[src/rtl/output_seq_pkg.sv]
// Shared constants and state encoding for the output register file sequencer.
package output_seq_pkg;

    localparam int DATA_W = 16;
    localparam int IDX_W  = 5;
    localparam int PTR_W  = IDX_W + 1;

    // Pointer-width constants; DEPTH needs the extra pointer bit to be representable.
    localparam logic [PTR_W-1:0] DEPTH   = {1'b1, {IDX_W{1'b0}}};
    localparam logic [PTR_W-1:0] PTR_ONE = {{IDX_W{1'b0}}, 1'b1};

    typedef enum logic [1:0] {
        IDLE  = 2'd0,
        FILL  = 2'd1,
        DRAIN = 2'd2
    } state_t;

    // A configured length of zero selects a full-depth batch.
    function automatic logic [PTR_W-1:0] batch_len(input logic [PTR_W-1:0] cfg);
        return (cfg == '0) ? DEPTH : cfg;
    endfunction

endpackage

[src/rtl/output_seq_if.sv]
// Control, result stream, register file port and drain stream of the sequencer.
interface output_seq_if;
    import output_seq_pkg::*;

    logic              start;
    logic [PTR_W-1:0]  cfg_count;
    logic              flush;

    logic              res_valid;
    logic [DATA_W-1:0] res_data;
    logic              res_ready;

    logic [IDX_W-1:0]  reg_index;
    logic [DATA_W-1:0] reg_wdata;
    logic              reg_we;
    logic [DATA_W-1:0] reg_rdata;

    logic              out_valid;
    logic [DATA_W-1:0] out_data;
    logic [IDX_W-1:0]  out_index;
    logic              out_last;
    logic              out_ready;

    logic              busy;
    logic              done;

    // Sequencer side.
    modport master (
        input  start, cfg_count, flush,
        input  res_valid, res_data,
        output res_ready,
        output reg_index, reg_wdata, reg_we,
        input  reg_rdata,
        output out_valid, out_data, out_index, out_last,
        input  out_ready,
        output busy, done
    );

    // Surrounding logic: accumulator, register file and drain consumer.
    modport slave (
        output start, cfg_count, flush,
        output res_valid, res_data,
        input  res_ready,
        input  reg_index, reg_wdata, reg_we,
        output reg_rdata,
        input  out_valid, out_data, out_index, out_last,
        output out_ready,
        input  busy, done
    );

endinterface

[src/rtl/output_sequencer.sv]
// Fills the output register file from the accumulator result stream starting
// at index 0, then drains the same indices to the downstream stream.
//
// state | meaning
// IDLE  | waiting for start; register file port parked at index 0
// FILL  | accepting results, writing each to index wr_ptr
// DRAIN | presenting register file word at rd_ptr until the last one is taken
module output_sequencer
    import output_seq_pkg::*;
(
    input  logic         clk,
    input  logic         rst,
    output_seq_if.master bus
);

    state_t            state, state_n;
    logic [PTR_W-1:0]  wr_ptr, wr_ptr_n;
    logic [PTR_W-1:0]  rd_ptr, rd_ptr_n;
    logic [PTR_W-1:0]  len, len_n;
    logic [PTR_W-1:0]  len_last;
    logic              done_q, done_n;

    logic              res_hs;
    logic              res_ready;
    logic              reg_we;
    logic [IDX_W-1:0]  reg_index;
    logic              out_valid;
    logic              out_last;
    logic [IDX_W-1:0]  out_index;

    assign len_last = len - PTR_ONE;

    // State, pointer, length and done-pulse registers.
    always_ff @(posedge clk or posedge rst) begin
        if (rst) begin
            state  <= IDLE;
            wr_ptr <= '0;
            rd_ptr <= '0;
            len    <= '0;
            done_q <= 1'b0;
        end else begin
            state  <= state_n;
            wr_ptr <= wr_ptr_n;
            rd_ptr <= rd_ptr_n;
            len    <= len_n;
            done_q <= done_n;
        end
    end

    // Next-state, pointer updates and combinational port outputs.
    always_comb begin
        state_n   = state;
        wr_ptr_n  = wr_ptr;
        rd_ptr_n  = rd_ptr;
        len_n     = len;
        done_n    = 1'b0;
        res_hs    = 1'b0;
        res_ready = 1'b0;
        reg_we    = 1'b0;
        reg_index = '0;
        out_valid = 1'b0;
        out_last  = 1'b0;
        out_index = '0;

        case (state)
            IDLE: begin
                if (bus.start) begin
                    len_n    = batch_len(bus.cfg_count);
                    wr_ptr_n = '0;
                    rd_ptr_n = '0;
                    state_n  = FILL;
                end
            end

            FILL: begin
                res_ready = 1'b1;
                reg_index = wr_ptr[IDX_W-1:0];
                res_hs    = bus.res_valid;
                reg_we    = res_hs;
                if (res_hs) begin
                    wr_ptr_n = wr_ptr + PTR_ONE;
                end
                // A flush keeps a result accepted in the same cycle.
                if (bus.flush) begin
                    len_n = wr_ptr + {{IDX_W{1'b0}}, res_hs};
                    if (len_n == '0) begin
                        state_n = IDLE;
                        done_n  = 1'b1;
                    end else begin
                        state_n = DRAIN;
                    end
                end else if (res_hs && (wr_ptr == len_last)) begin
                    state_n = DRAIN;
                end
            end

            DRAIN: begin
                reg_index = rd_ptr[IDX_W-1:0];
                out_valid = 1'b1;
                out_index = rd_ptr[IDX_W-1:0];
                out_last  = (rd_ptr == len_last);
                if (bus.out_ready) begin
                    rd_ptr_n = rd_ptr + PTR_ONE;
                    if (out_last) begin
                        state_n = IDLE;
                        done_n  = 1'b1;
                    end
                end
            end

            default: begin
                state_n = IDLE;
            end
        endcase
    end

    assign bus.res_ready = res_ready;
    assign bus.reg_index = reg_index;
    assign bus.reg_wdata = bus.res_data;
    assign bus.reg_we    = reg_we;
    assign bus.out_valid = out_valid;
    assign bus.out_data  = bus.reg_rdata;
    assign bus.out_index = out_index;
    assign bus.out_last  = out_last;
    assign bus.busy      = (state != IDLE);
    assign bus.done      = done_q;

    // Pointers stay within the latched batch length.
    a_wr_bound: assert property (@(posedge clk) disable iff (rst)
        (state == FILL) |-> (wr_ptr < len));
    a_rd_bound: assert property (@(posedge clk) disable iff (rst)
        (state == DRAIN) |-> (rd_ptr < len));
    // The done pulse always lands in IDLE.
    a_done_idle: assert property (@(posedge clk) disable iff (rst)
        done_q |-> (state == IDLE));

endmodule

[src/flat_wrapper.sv]
// flat-port wrapper written by rule: the top's interface ports become plain ports
module output_sequencer_flat import output_seq_pkg::*;
  (clk, rst, bus_start, bus_cfg_count, bus_flush, bus_res_valid, bus_res_data, bus_res_ready, bus_reg_index, bus_reg_wdata, bus_reg_we, bus_reg_rdata, bus_out_valid, bus_out_data, bus_out_index, bus_out_last, bus_out_ready, bus_busy, bus_done);
  output_seq_if bus_i ();
  input  logic clk;
  input  logic rst;
  input wire logic [$bits(bus_i.start)-1:0] bus_start;
  input wire logic [$bits(bus_i.cfg_count)-1:0] bus_cfg_count;
  input wire logic [$bits(bus_i.flush)-1:0] bus_flush;
  input wire logic [$bits(bus_i.res_valid)-1:0] bus_res_valid;
  input wire logic [$bits(bus_i.res_data)-1:0] bus_res_data;
  output wire logic [$bits(bus_i.res_ready)-1:0] bus_res_ready;
  output wire logic [$bits(bus_i.reg_index)-1:0] bus_reg_index;
  output wire logic [$bits(bus_i.reg_wdata)-1:0] bus_reg_wdata;
  output wire logic [$bits(bus_i.reg_we)-1:0] bus_reg_we;
  input wire logic [$bits(bus_i.reg_rdata)-1:0] bus_reg_rdata;
  output wire logic [$bits(bus_i.out_valid)-1:0] bus_out_valid;
  output wire logic [$bits(bus_i.out_data)-1:0] bus_out_data;
  output wire logic [$bits(bus_i.out_index)-1:0] bus_out_index;
  output wire logic [$bits(bus_i.out_last)-1:0] bus_out_last;
  input wire logic [$bits(bus_i.out_ready)-1:0] bus_out_ready;
  output wire logic [$bits(bus_i.busy)-1:0] bus_busy;
  output wire logic [$bits(bus_i.done)-1:0] bus_done;
  assign bus_i.start = bus_start;
  assign bus_i.cfg_count = bus_cfg_count;
  assign bus_i.flush = bus_flush;
  assign bus_i.res_valid = bus_res_valid;
  assign bus_i.res_data = bus_res_data;
  assign bus_res_ready = bus_i.res_ready;
  assign bus_reg_index = bus_i.reg_index;
  assign bus_reg_wdata = bus_i.reg_wdata;
  assign bus_reg_we = bus_i.reg_we;
  assign bus_i.reg_rdata = bus_reg_rdata;
  assign bus_out_valid = bus_i.out_valid;
  assign bus_out_data = bus_i.out_data;
  assign bus_out_index = bus_i.out_index;
  assign bus_out_last = bus_i.out_last;
  assign bus_i.out_ready = bus_out_ready;
  assign bus_busy = bus_i.busy;
  assign bus_done = bus_i.done;
  output_sequencer u_core (.clk(clk), .rst(rst), .bus(bus_i));
endmodule
[config.mk]
export PLATFORM = sky130hd
export DESIGN_NAME = output_sequencer_flat
export DESIGN_NICKNAME = d
export VERILOG_FILES = /design/src/rtl/output_seq_pkg.sv /design/src/rtl/output_seq_if.sv /design/src/rtl/output_sequencer.sv /design/src/flat_wrapper.sv
export SDC_FILE = /design/constraint.sdc
export NUM_CORES = 1
export LEC_CHECK = 0
export CORE_AREA = 2 2 76 78
export DETAILED_ROUTE_END_ITERATION = 6
export DIE_AREA = 0 0 78 80
export PLACE_DENSITY_LB_ADDON = 0.12
export REMOVE_ABC_BUFFERS = 1
export SYNTH_ARGS = -nofsm -noshare
export SYNTH_HDL_FRONTEND = slang
export SYNTH_SLANG_ARGS = --single-unit
[constraint.sdc]
create_clock -name clk -period 1.97 [get_ports clk]
set_input_delay 0.591 -clock clk [delete_from_list [all_inputs] [get_ports clk]]
set_output_delay 0.591 -clock clk [all_outputs]
set_load 0.02 [all_outputs]
# ---- Yosys cells after proc, flatten, opt, wreduce, memory -nomap -nowiden
# Cells that the tools add are included.
dict set report op_classes {
  addsub 4
  eq_ne 10
  n_mux 27
  reduce_logical 11
}
# cell count
set ops {}
lappend ops {{$mux W6} 6}
lappend ops {{$pmux W6 S2} 3}
lappend ops {{$add A6 B1 Y6 const B} 2}
lappend ops {{$eq A6 B6 Y1} 2}
lappend ops {{$logic_not A6 Y1} 2}
lappend ops {{$mux W2} 6}
lappend ops {{$pmux W5 S2} 1}
lappend ops {{$reduce_and A3 Y1} 3}
lappend ops {{$mux W1} 8}
lappend ops {{$ne A2 B2 Y1 const B} 4}
lappend ops {{$add A6 B1 Y6} 1}
lappend ops {{$pmux W2 S3} 1}
lappend ops {{$reduce_bool A2 Y1} 3}
lappend ops {{$sub A6 B1 Y6 const B} 1}
lappend ops {{$mux W5} 1}
lappend ops {{$reduce_and A4 Y1} 1}
lappend ops {{$ne A3 B2 Y1 const B} 1}
lappend ops {{$eq A2 B1 Y1 const B} 1}
lappend ops {{$eq A2 B2 Y1 const B} 1}
lappend ops {{$logic_not A2 Y1} 1}
lappend ops {{$ne A2 B1 Y1 const B} 1}
lappend ops {{$pmux W1 S2} 1}
lappend ops {{$logic_and A1 B1 Y1} 1}
dict set report word_totals {
  regBits 21
  in_bits 44
  word_cells 57
}

# ---- Longest topological paths before layout
# Gate-level depths: netlist of the first run.
dict set report logic_depth {
  depth_word 6
  depth_mapped 9
}

# ---- Worst setup path before layout of the first run
# No wires, ideal clock.
dict set report synth_timing {
  path_type {register -> output}
  from {register u_core.state[0]}
  to {output bus_reg_index[0]}
  arrival_time_ns 1.770
  required_ns 1.379
  path_slack_ns -0.391
  stages_incl_launch_ff 7
  path_buffers 1
  path_cell_list {dfrtp_1 -> inv_1 -> ha_1 -> clkbuf_1 -> and2_1 -> a21oi_1 -> nor2b_1}
}
dict set report synth_via {
  elab_chain_cells 2
  elab_cells_between_ends 3
}
# element line
set synth_lines {}
lappend synth_lines {{start, declared} output_sequencer.sv:16} ;# state_t state, state_n;
lappend synth_lines {{start signal, assigned} output_sequencer.sv:42} ;# state <= state_n;
lappend synth_lines {{$eq A2 B2 Y1 / $eq A2 B1 Y1 (equally long branches)} output_sequencer.sv:65} ;# case (state)
lappend synth_lines {{$pmux W5 S2 (*)} output_sequencer.sv:65}
lappend synth_lines {{end, declared} flat_wrapper.sv:13} ;# output wire logic [$bits(bus_i.reg_index)-1:0] bus_reg_index;
# Mark *: on every way between the ends. The rest lies on a longest branch, timed or not.

# ---- Worst setup path in the final report of the first run
dict set report layout_timing {
  from {register u_core.len[0]}
  to {output bus_out_last}
}
dict set report layout_via {
  elab_chain_cells 3
}
# element line
set layout_lines {}
lappend layout_lines {{start, declared} output_sequencer.sv:19} ;# logic [PTR_W-1:0] len, len_n;
lappend layout_lines {{start signal, assigned} output_sequencer.sv:45} ;# len <= len_n;
lappend layout_lines {{$sub A6 B1 Y6} output_sequencer.sv:31} ;# assign len_last = len - PTR_ONE;
lappend layout_lines {{$eq A6 B6 Y1} output_sequencer.sv:101} ;# out_last = (rd_ptr == len_last);
lappend layout_lines {{$mux W1} output_sequencer.sv:65}
lappend layout_lines {{end, declared} flat_wrapper.sv:20} ;# output wire logic [$bits(bus_i.out_last)-1:0] bus_out_last;
# No other way between the ends.

==> results of run 1 <==
==> path summary, 6_finish.rpt <==
path                            depth (start not counted)                      start                          end  slack [ns]
worst min-delay path                                    2  u_core.len[4]$_DFFE_PP0P_    u_core.len[4]$_DFFE_PP0P_        0.60
max in group asynchronous                               3                        rst    u_core.len[2]$_DFFE_PP0P_        1.07
worst max-delay path                                    7  u_core.len[0]$_DFFE_PP0P_                 bus_out_last       -0.37
worst max register to register                          9  u_core.len[0]$_DFFE_PP0P_  u_core.state[0]$_DFFE_PP0P_       -0.24
min in group asynchronous                               3                        rst  u_core.state[0]$_DFFE_PP0P_        0.65
worst min register to register                          2  u_core.len[4]$_DFFE_PP0P_    u_core.len[4]$_DFFE_PP0P_        0.60
==> layout by cell type (no fill, tap or decap), types with 2 or more instances in the layout <==
cell,netlist,routed
xor2_1,10,10
a21oi_1,13,7
a31oi_1,2,2
nor2b_4,0,3
a21oi_4,0,3
xnor2_2,0,3
nand2_1,14,14
and2_4,0,6
and3_1,3,3
dfrtp_1,21,19
nor3_2,1,2
mux2i_1,6,5
inv_2,0,5
buf_2,10,2
ha_4,0,5
and4_1,3,2
a21oi_2,1,4
o21a_1,2,2
nand3_1,8,8
buf_6,0,25
nand4_1,6,6
xnor2_1,20,17
dfrtp_2,0,2
nor2_1,20,20
ha_1,9,3
clkdlybuf4s50_1,0,11
nor2b_1,7,3
inv_1,9,4
nor3_1,4,2
o21ai_0,9,9
buf_4,32,61
clkbuf_8,0,3
==> cells by family after synthesis <==
family,Yosys count,synth area share
AND/OR/NAND/NOR,77,0.210
buffers and inverters,55,0.177
AO/OA/AOI/OAI,35,0.108
XOR/XNOR,30,0.136
flip-flops,21,0.273
adder cells (fa/ha/maj),9,0.0584
multiplexers,7,0.0370
==> sequential cells by signal, summed over array words and instances, names as in the netlist <==
| register | cells |
|---|---|
| u_core.wr_ptr | 6 |
| u_core.bus.done | 1 |
| u_core.rd_ptr | 6 |
| u_core.state | 2 |
| u_core.len | 6 |
==> what timing repair did <==
action / CTS / global route
resized for setup: 115 / 43
cloned: 0 / 0
setup buffers: 9 / 3
pin swaps: 11 / 12
hold buffers: 0 / 0
endpoints found under the setup margin: 23 / 25
==> power breakdown <==
group,total [mW],internal (mW),switching (mW)
registers,0.712,0.562,0.150
logic,3.11,1.72,1.40
clock network,0.306,0.141,0.165
total,4.13,2.42,1.71
==> worst max-delay path, cell delays in order (launching register included) <==
cell,delay [ns]
dfrtp_1,0.39
inv_2,0.07
ha_4,0.17
xnor2_1,0.12
a21o_1,0.17
o21ai_2,0.19
and4_4,0.26
buf_6,0.12
==> per-layer routing <==
layer | up-vias | global-route usage | share of wire | routed length, um
met4 | 0 | 0.0316 | 0.0044 | 26
met2 | 59 | 0.316 | 0.46 | 2730
met1 | 844 | 0.269 | 0.47 | 2790
met3 | 4 | 0.0735 | 0.066 | 389
li1 | 868 | - | - | -
met5 | - | 0 | 0 | 0
==> final cells by class <==
cell class                 instances  area [um^2]  area share
multi-input combinational        158         1290       0.448
tap                               72         90.1      0.0312
timing repair buffer             101          895       0.310
clock buffer                       3         41.3      0.0143
inverter                           9         33.8      0.0117
clock inverter                     1         5.00     0.00174
sequential                        21          528       0.183
==> stage by stage <==
step	utilization	area (um^2)	hold WS [ns]
finish	0.534	2880	0.597
global route	0.534	2880	0.658
CTS	0.501	2710	0.607
detailed placement	0.453	2450	0.573
global placement	0.453	2450	0.565
floorplan	-	1620	0.488
==> results.py, run 1 <==
metrics = {
    "run_status": {
        "status": "finished with violations",
        "violations": "negative setup slack",
    },
    "clock_tree": {
        "cts_buffers": 3,
        "clockBufferDepth": 2,
        "cts.reportedPaths.clkPinSlew_ns": 0.09,
        "cts.sinks": 21,
        "clock_latency_ns": 0.27,
        "cts_tree": "built",
        "cts_max_level": 1,
        "clock_tree.root_cell": "clkbuf_8",
    },
    "timing": {
        "max_slew_margin": 0.783,
        "rsz0062_at_grt": "yes",
        "max_freq_mhz": 427,
        "layout_min_cycle_time_ns": 2.34,
        "finalCritPeriodShare": 1.19,
        "fin_ws_ns": -0.373,
        "drv_slew": 0,
        "finalSetupViolations": 8,
        "hold_viol_final": 0,
        "clock_skew_ns": 0.00978,
        "fin_setup_tns_ns": -1.12,
        "max_slew.worst_pin.slew_ns": 0.323,
    },
    "global_routing": {
        "grt_max_degree": 22,
        "grt_pass1_vias": 1849,
        "grt_overflow": 0,
        "grt_pass1_wl_um": 9730,
        "antenna_found_initial": 0,
        "grt_use_total": 0.201,
    },
    "cells_and_area": {
        "syn2layout_area_growth_pct": 49.7,
        "final_cells": 365,
        "fill_cells": 522,
        "num-nets-final": 347,
        "diodes": 0,
        "drive_gt1_frac": 0.474,
    },
    "routing": {
        "vias": 1775,
        "routed_via_density": 4.86,
        "final_antenna_net_count": 0,
        "wl_per_cell_um": 16.3,
        "first_iter_violations": 80,
        "drcViolationCount": 0,
        "drtPass1Iterations": 4,
        "wl_um": 5940,
    },
    "logic_synthesis": {
        "synth.yosys.seq_area_share": 0.273,
        "yosysMostFrequentCell": "buf_4",
        "yosys_warnings": 0,
        "synth_common_cells": "buf_4 (32), dfrtp_1 (21), nor2_1 (20), xnor2_1 (20), nand2_1 (14)",
        "synthFlopType": "dfrtp_1",
        "synthTopCellsByArea": "dfrtp_1 (27%), buf_4 (12%), xnor2_1 (9.1%), ha_1 (5.8%), xor2_1 (4.5%)",
        "synth_top_area_share": 0.273,
        "syn_inst": 234,
        "netlist.top_cell.by_area": "dfrtp_1",
        "synth_cell_types": 39,
        "syn-cell-area_um2": 1930,
        "synth_edf_count": 0,
        "async_flop_share": 1.00,
        "ys_ff_latch": 21,
        "synth_area_per_cell_um2": 8.23,
    },
    "job": {
        "drv_cap": 0,
    },
    "setup_path": {
        "cp.required_ns": 1.38,
        "crit_fanout": 4,
        "critPathCaptureType": "primary output",
        "crit_type": "reg2out",
        "crit_arrival_ns": 1.75,
        "cp-start-kind": "flip-flop",
    },
    "placed_design": {
        "pre_cts_slack_ns": -0.690,
        "place_congestion": 0.799,
        "place_inst": 349,
        "place_hpwl_um": 4440,
        "io_buffer_count": 27,
    },
    "die": {
        "fp.dieH_um": 80,
        "fp.dieW_um": 78,
        "io_pins": 92,
        "start_util": 0.356,
        "core_area_um2": 5410,
        "die_area_um2": 6240,
        "std_cell_rows": 27,
    },
    "power": {
        "p_per_area_nw_per_um2": 1430,
        "peakVddDrop_v": 0.000583,
        "finalPower_mw": 4.13,
        "p_leak_nw": 1.32,
    },
    "hold_path": {
        "hold_path_class": "reg2reg",
    },
}
(Power assumes the default switching activity.)
==> inputs of run 2 (changes only) <==
CORE_AREA = 5 5 79 81   (was 2 2 76 78)
DIE_AREA = 0 0 84 86   (was 0 0 78 80)
==> run 2 against run 1 <==
The flow still finishes with violations (negative setup slack). First-iteration DRC count shrank 23%. Clock power hardly changed. Die area is 16% higher. Core utilization grew 0.19 points. Sequential power is essentially flat. Power fell by 0.25%. Combinational power hardly changed. Non-clock buffer count grew 2. Critical endpoint unchanged. Highest routed layer unchanged.
==> results.py, run 2 (synthesis gave the netlist of run 1 again) <==
metrics = {
    "cells_and_area": {
        "syn2layout_area_growth_pct": 50.2,
        "fill_cells": 510,
        "final_area_um2": 2890,
        "num-nets-final": 349,
        "layout_common_cells": "buf_4 (70), dfrtp_1 (20), nor2_1 (19), buf_6 (17), xnor2_1 (16)",
        "drive_gt1_frac": 0.485,
        "reg_top3": "u_core.len x6, u_core.rd_ptr x6, u_core.wr_ptr x6",
        "diodes": 0,
        "layout_commonest_cell": "buf_4",
    },
    "global_routing": {
        "grt_use_total": 0.170,
        "grt_pass1_wl_um": 9750,
        "grt_pass1_vias": 1816,
        "antenna_found_initial": 0,
        "grt_max_degree": 22,
        "grt_overflow": 0,
    },
    "run_status": {
        "status": "finished with violations",
        "violations": "negative setup slack",
    },
    "placed_design": {
        "place_congestion": 0.754,
        "place_hpwl_um": 4610,
        "pre_cts_slack_ns": -0.675,
        "io_buffer_count": 27,
        "dpl-instance-area_um2": 2450,
    },
    "die": {
        "fp.dieW_um": 84,
        "io_pins": 92,
        "fp.dieH_um": 86,
        "die_area_um2": 7220,
        "start_util": 0.356,
        "core_area_um2": 5410,
        "std_cell_rows": 27,
    },
    "setup_path": {
        "critPathMaxStageDelay_ns": 0.45,
        "cp_slowest_cell": "dfrtp_1",
        "rrSetupSlack_ns": -0.19,
        "crit_type": "reg2out",
        "worstPathCellList": "nor3_1 > nand3_1 > xnor2_2 > and4_4 > buf_6",
        "cp-start-kind": "flip-flop",
        "critPathCaptureType": "primary output",
        "cp.required_ns": 1.38,
        "crit_fanout": 4,
        "crit_arrival_ns": 1.73,
    },
    "timing": {
        "drv_slew": 0,
        "holdWs_ns": 0.602,
        "max_slew.worst_pin.slew_ns": 0.344,
        "layout_min_cycle_time_ns": 2.32,
        "fin_ws_ns": -0.353,
        "rsz0062_at_grt": "yes",
        "max_slew_margin": 0.770,
        "hold_viol_final": 0,
        "max_freq_mhz": 431,
        "fin_setup_tns_ns": -1.14,
        "finalCritPeriodShare": 1.18,
        "finalSetupViolations": 8,
        "clock_skew_ns": 0.00488,
    },
    "power": {
        "switching_share": 0.415,
        "power.switching_mw": 1.71,
        "p_int_mw": 2.41,
        "pwr-share-clk": 0.074,
        "finalPower_mw": 4.12,
        "p_per_area_nw_per_um2": 1420,
        "seqPwrFrac": 0.173,
        "p_leak_nw": 1.33,
        "combPwrFrac": 0.753,
        "peakVddDrop_v": 0.000620,
    },
    "routing": {
        "wl_per_cell_um": 16.6,
        "drtPass1Iterations": 4,
        "drcViolationCount": 0,
        "final_antenna_net_count": 0,
        "wl_um": 6100,
        "vias": 1781,
        "first_iter_violations": 62,
        "routed_via_density": 4.85,
    },
    "clock_tree": {
        "cts_tree": "built",
        "clock_tree.root_cell": "clkbuf_8",
        "cts_max_level": 1,
        "cts-hold-fix-buffers": 0,
        "cts_buffers": 3,
        "clock_latency_ns": 0.27,
        "cts.sinks": 21,
        "clockBufferDepth": 2,
        "cts.reportedPaths.clkPinSlew_ns": 0.09,
    },
    "job": {
        "drv_cap": 0,
    },
    "hold_path": {
        "hold_path_class": "reg2reg",
    },
}
## run 2: cell types whose count changed in the layout (fill, tap and decap cells not counted), sizes merged
cell           before  now
clkdlybuf4s15       0    1
buf                90   91
## run 2: worst max-delay path: cells and delay by family (launching register included)
family	cells	cell delay (ns)
AND/OR/NAND/NOR	3	0.66
XOR/XNOR	1	0.23
buffers and inverters	1	0.12
flip-flops	1	0.45
## run 2: path summary, 6_finish.rpt
kind / start / to / cells after the start
setup / recovery: u_core.len[2]$_DFFE_PP0P_ / bus_out_last / 5
hold / removal: u_core.len[4]$_DFFE_PP0P_ / u_core.len[4]$_DFFE_PP0P_ / 2
min in group asynchronous: rst / u_core.state[0]$_DFFE_PP0P_ / 3
max in group asynchronous: rst / u_core.wr_ptr[0]$_DFFE_PP0P_ / 3
setup reg to reg: u_core.len[0]$_DFFE_PP0P_ / u_core.state[0]$_DFFE_PP0P_ / 9
hold reg to reg: u_core.len[4]$_DFFE_PP0P_ / u_core.len[4]$_DFFE_PP0P_ / 2
## run 2: what timing repair did
item	in CTS	in global routing
setup endpoints to repair	21	21
setup buffers	11	3
pin swaps	11	15
gates resized for setup	109	42
endpoints found under the hold margin	0	0
## run 2: through the flow
step,utilization,std cells
after global routing,0.535,367
after global placement,0.453,349
after floorplan,-,188
after CTS,0.499,364
after detailed placement,0.453,349
final,0.535,367
## run 2: per-layer routing
layer / global-route usage / wire (um) / vias to the layer above
met1: 0.226 / 2830 / 832
met2: 0.256 / 2700 / 73
met5: 0.0210 / 0 / -
met3: 0.0788 / 524 / 4
li1: - / - / 872
met4: 0.0278 / 42 / 0
## run 2: cell type report
cell class / count / area [um^2] / share of cell area
clock buffer: 3 / 41.3 / 0.0143
clock inverter: 1 / 5.00 / 0.00173
inverter: 9 / 33.8 / 0.0117
multi-input combinational: 158 / 1310 / 0.454
sequential: 21 / 527 / 0.182
tap: 72 / 90.1 / 0.0311
timing repair buffer: 103 / 883 / 0.305
## run 2: power by group through the flow
| stage | clock (mW) | combinational [mW] | sequential, mW |
|---|---|---|---|
| 2_1_floorplan | 0 | 1.20 | 0.729 |
| 3_5_place_dp | 0 | 2.37 | 0.688 |
| 6_report | 0.306 | 3.10 | 0.712 |
| 5_1_grt | 0.335 | 3.36 | 0.728 |
| 3_3_place_gp | 0 | 2.38 | 0.691 |
| 4_1_cts | 0.319 | 2.78 | 0.704 |
==> inputs of run 3 (changes only) <==
clock period = 1.9 ns   (was 1.97 ns; I/O delays follow)
==> run 3 against run 2 <==
The run still ends with negative setup slack left. First-iteration DRC count down 39%. Critical path depth up 2. Global-route usage up 0.49 points. Core utilization up 2.6 points. Flip-flop and latch count unchanged. Setup slack worse by 0.030 ns. Die area unchanged. Routed wire length up 3.5%. Count of clock-buffer cells in the layout up 1. Critical endpoint unchanged. Final cell count up 3.0%.
==> results.py, run 3 (synthesis gave the netlist of run 1 again) <==
metrics = {
    "run_status": {
        "status": "finished with violations",
        "violations": "negative setup slack",
    },
    "cells_and_area": {
        "ff_latch_area_um2": 528,
        "drive_gt1_frac": 0.516,
        "reg_top3": "u_core.len x6, u_core.rd_ptr x6, u_core.wr_ptr x6",
        "layout_common_cells": "buf_4 (70), buf_6 (29), nor2_1 (19), dfrtp_1 (19)",
        "diodes": 0,
        "syn2layout_area_growth_pct": 57.5,
        "layout_commonest_cell": "buf_4",
        "multiInputGateArea_um2": 1330,
        "final_area_um2": 3030,
        "fill_cells": 515,
        "final_cells": 378,
        "num-nets-final": 360,
    },
    "die": {
        "fp.dieW_um": 84,
        "fp.dieH_um": 86,
        "io_pins": 92,
        "std_cell_rows": 27,
        "core_area_um2": 5410,
        "start_util": 0.356,
        "die_area_um2": 7220,
    },
    "timing": {
        "hold_viol_final": 0,
        "clock_skew_ns": 0.00843,
        "finalCritPeriodShare": 1.20,
        "rsz0062_at_grt": "yes",
        "max_slew.worst_pin.slew_ns": 0.327,
        "drv_slew": 0,
        "max_slew_margin": 0.781,
        "layout_min_cycle_time_ns": 2.28,
        "finalSetupViolations": 15,
        "holdWs_ns": 0.589,
        "max_freq_mhz": 438,
        "fin_ws_ns": -0.382,
    },
    "power": {
        "peakVddDrop_v": 0.000822,
        "p_leak_nw": 1.38,
        "p_per_area_nw_per_um2": 1470,
    },
    "setup_path": {
        "cp.required_ns": 1.33,
        "cp-start-kind": "flip-flop",
        "crit_fanout": 4,
        "crit_arrival_ns": 1.71,
        "critPathCaptureType": "primary output",
        "crit_type": "reg2out",
    },
    "clock_tree": {
        "clock_latency_ns": 0.27,
        "cts-hold-fix-buffers": 0,
        "cts.reportedPaths.clkPinSlew_ns": 0.09,
        "clockBufferDepth": 2,
        "cts.sinks": 21,
        "cts_tree": "built",
        "clock_tree.root_cell": "clkbuf_8",
        "cts_buffers": 3,
        "cts_max_level": 1,
    },
    "global_routing": {
        "grt_overflow": 0,
        "grt_max_degree": 22,
        "antenna_found_initial": 0,
        "grt_pass1_vias": 1917,
        "grt_pass1_wl_um": 9880,
        "grt_use_total": 0.175,
    },
    "placed_design": {
        "io_buffer_count": 27,
        "dpl-instance-area_um2": 2460,
        "place_hpwl_um": 4680,
        "place_inst": 351,
        "place_congestion": 0.796,
    },
    "routing": {
        "routed_via_density": 4.85,
        "drcViolationCount": 0,
        "vias": 1832,
        "first_iter_violations": 38,
        "wl_um": 6310,
        "wl_per_cell_um": 16.7,
        "final_antenna_net_count": 0,
        "drtPass1Iterations": 4,
    },
    "hold_path": {
        "hold_path_class": "reg2reg",
    },
    "job": {
        "drv_cap": 0,
    },
}
==> run 3: cell type report <==
cell class	count	share of cell area
inverter	9	0.0120
multi-input combinational	158	0.439
sequential	21	0.174
timing repair buffer	114	0.330
clock buffer	4	0.0148
tap	72	0.0297
==> run 3: report_power, final <==
part | switching (mW) | internal [mW] | leakage, nW
Combinational | 1.49 | 1.93 | 1.08
Sequential | 0.154 | 0.582 | 0.276
Clock | 0.168 | 0.150 | 0.0228
Total | 1.81 | 2.66 | 1.38
==> run 3: path summary, 6_finish.rpt <==
| check | start | end | slack, ns | cells after the start |
|---|---|---|---|---|
| worst max-delay path | u_core.len[0]$_DFFE_PP0P_ | bus_out_last | -0.38 | 7 |
| worst min-delay path | u_core.len[4]$_DFFE_PP0P_ | u_core.len[4]$_DFFE_PP0P_ | 0.59 | 2 |
| worst max register to register | u_core.len[0]$_DFFE_PP0P_ | u_core.state[0]$_DFFE_PP0P_ | -0.26 | 9 |
| worst min register to register | u_core.len[4]$_DFFE_PP0P_ | u_core.len[4]$_DFFE_PP0P_ | 0.59 | 2 |
| max in group asynchronous | rst | u_core.len[3]$_DFFE_PP0P_ | 1.00 | 3 |
| min in group asynchronous | rst | u_core.state[0]$_DFFE_PP0P_ | 0.63 | 3 |
==> run 3: worst max-delay path, cell delays in order, from the launching register on <==
cell and delay (ns):
dfrtp_1 0.39, inv_2 0.06, ha_4 0.17, xnor2_1 0.12
a21o_1 0.18, o21ai_2 0.15, and4_4 0.25, buf_6 0.12
==> run 3: layer usage <==
layer  part of all wire  up-vias  GRT usage
met5                  0        -     0.0210
met1               0.44      851      0.222
met4              0.019        0     0.0585
li1                   -      891          -
met3              0.092       11     0.0711
met2               0.45       79      0.268
==> run 3: what timing repair did <==
action	in CTS	in global routing
gates cloned	0	0
endpoints found under the setup margin	25	23
buffers inserted	16	10
resized for setup	142	30
pin swaps	26	15
==> run 3: through the flow <==
stage,TNS (ns),setup WS (ns),power (mW),util
floorplan,-4.36,-0.337,2.00,-
global placement,-10.77,-0.733,3.21,0.455
detailed placement,-10.73,-0.744,3.20,0.455
CTS,-1.45,-0.350,4.18,0.525
global route,-3.17,-0.447,4.81,0.561
finish,-1.88,-0.382,4.47,0.561
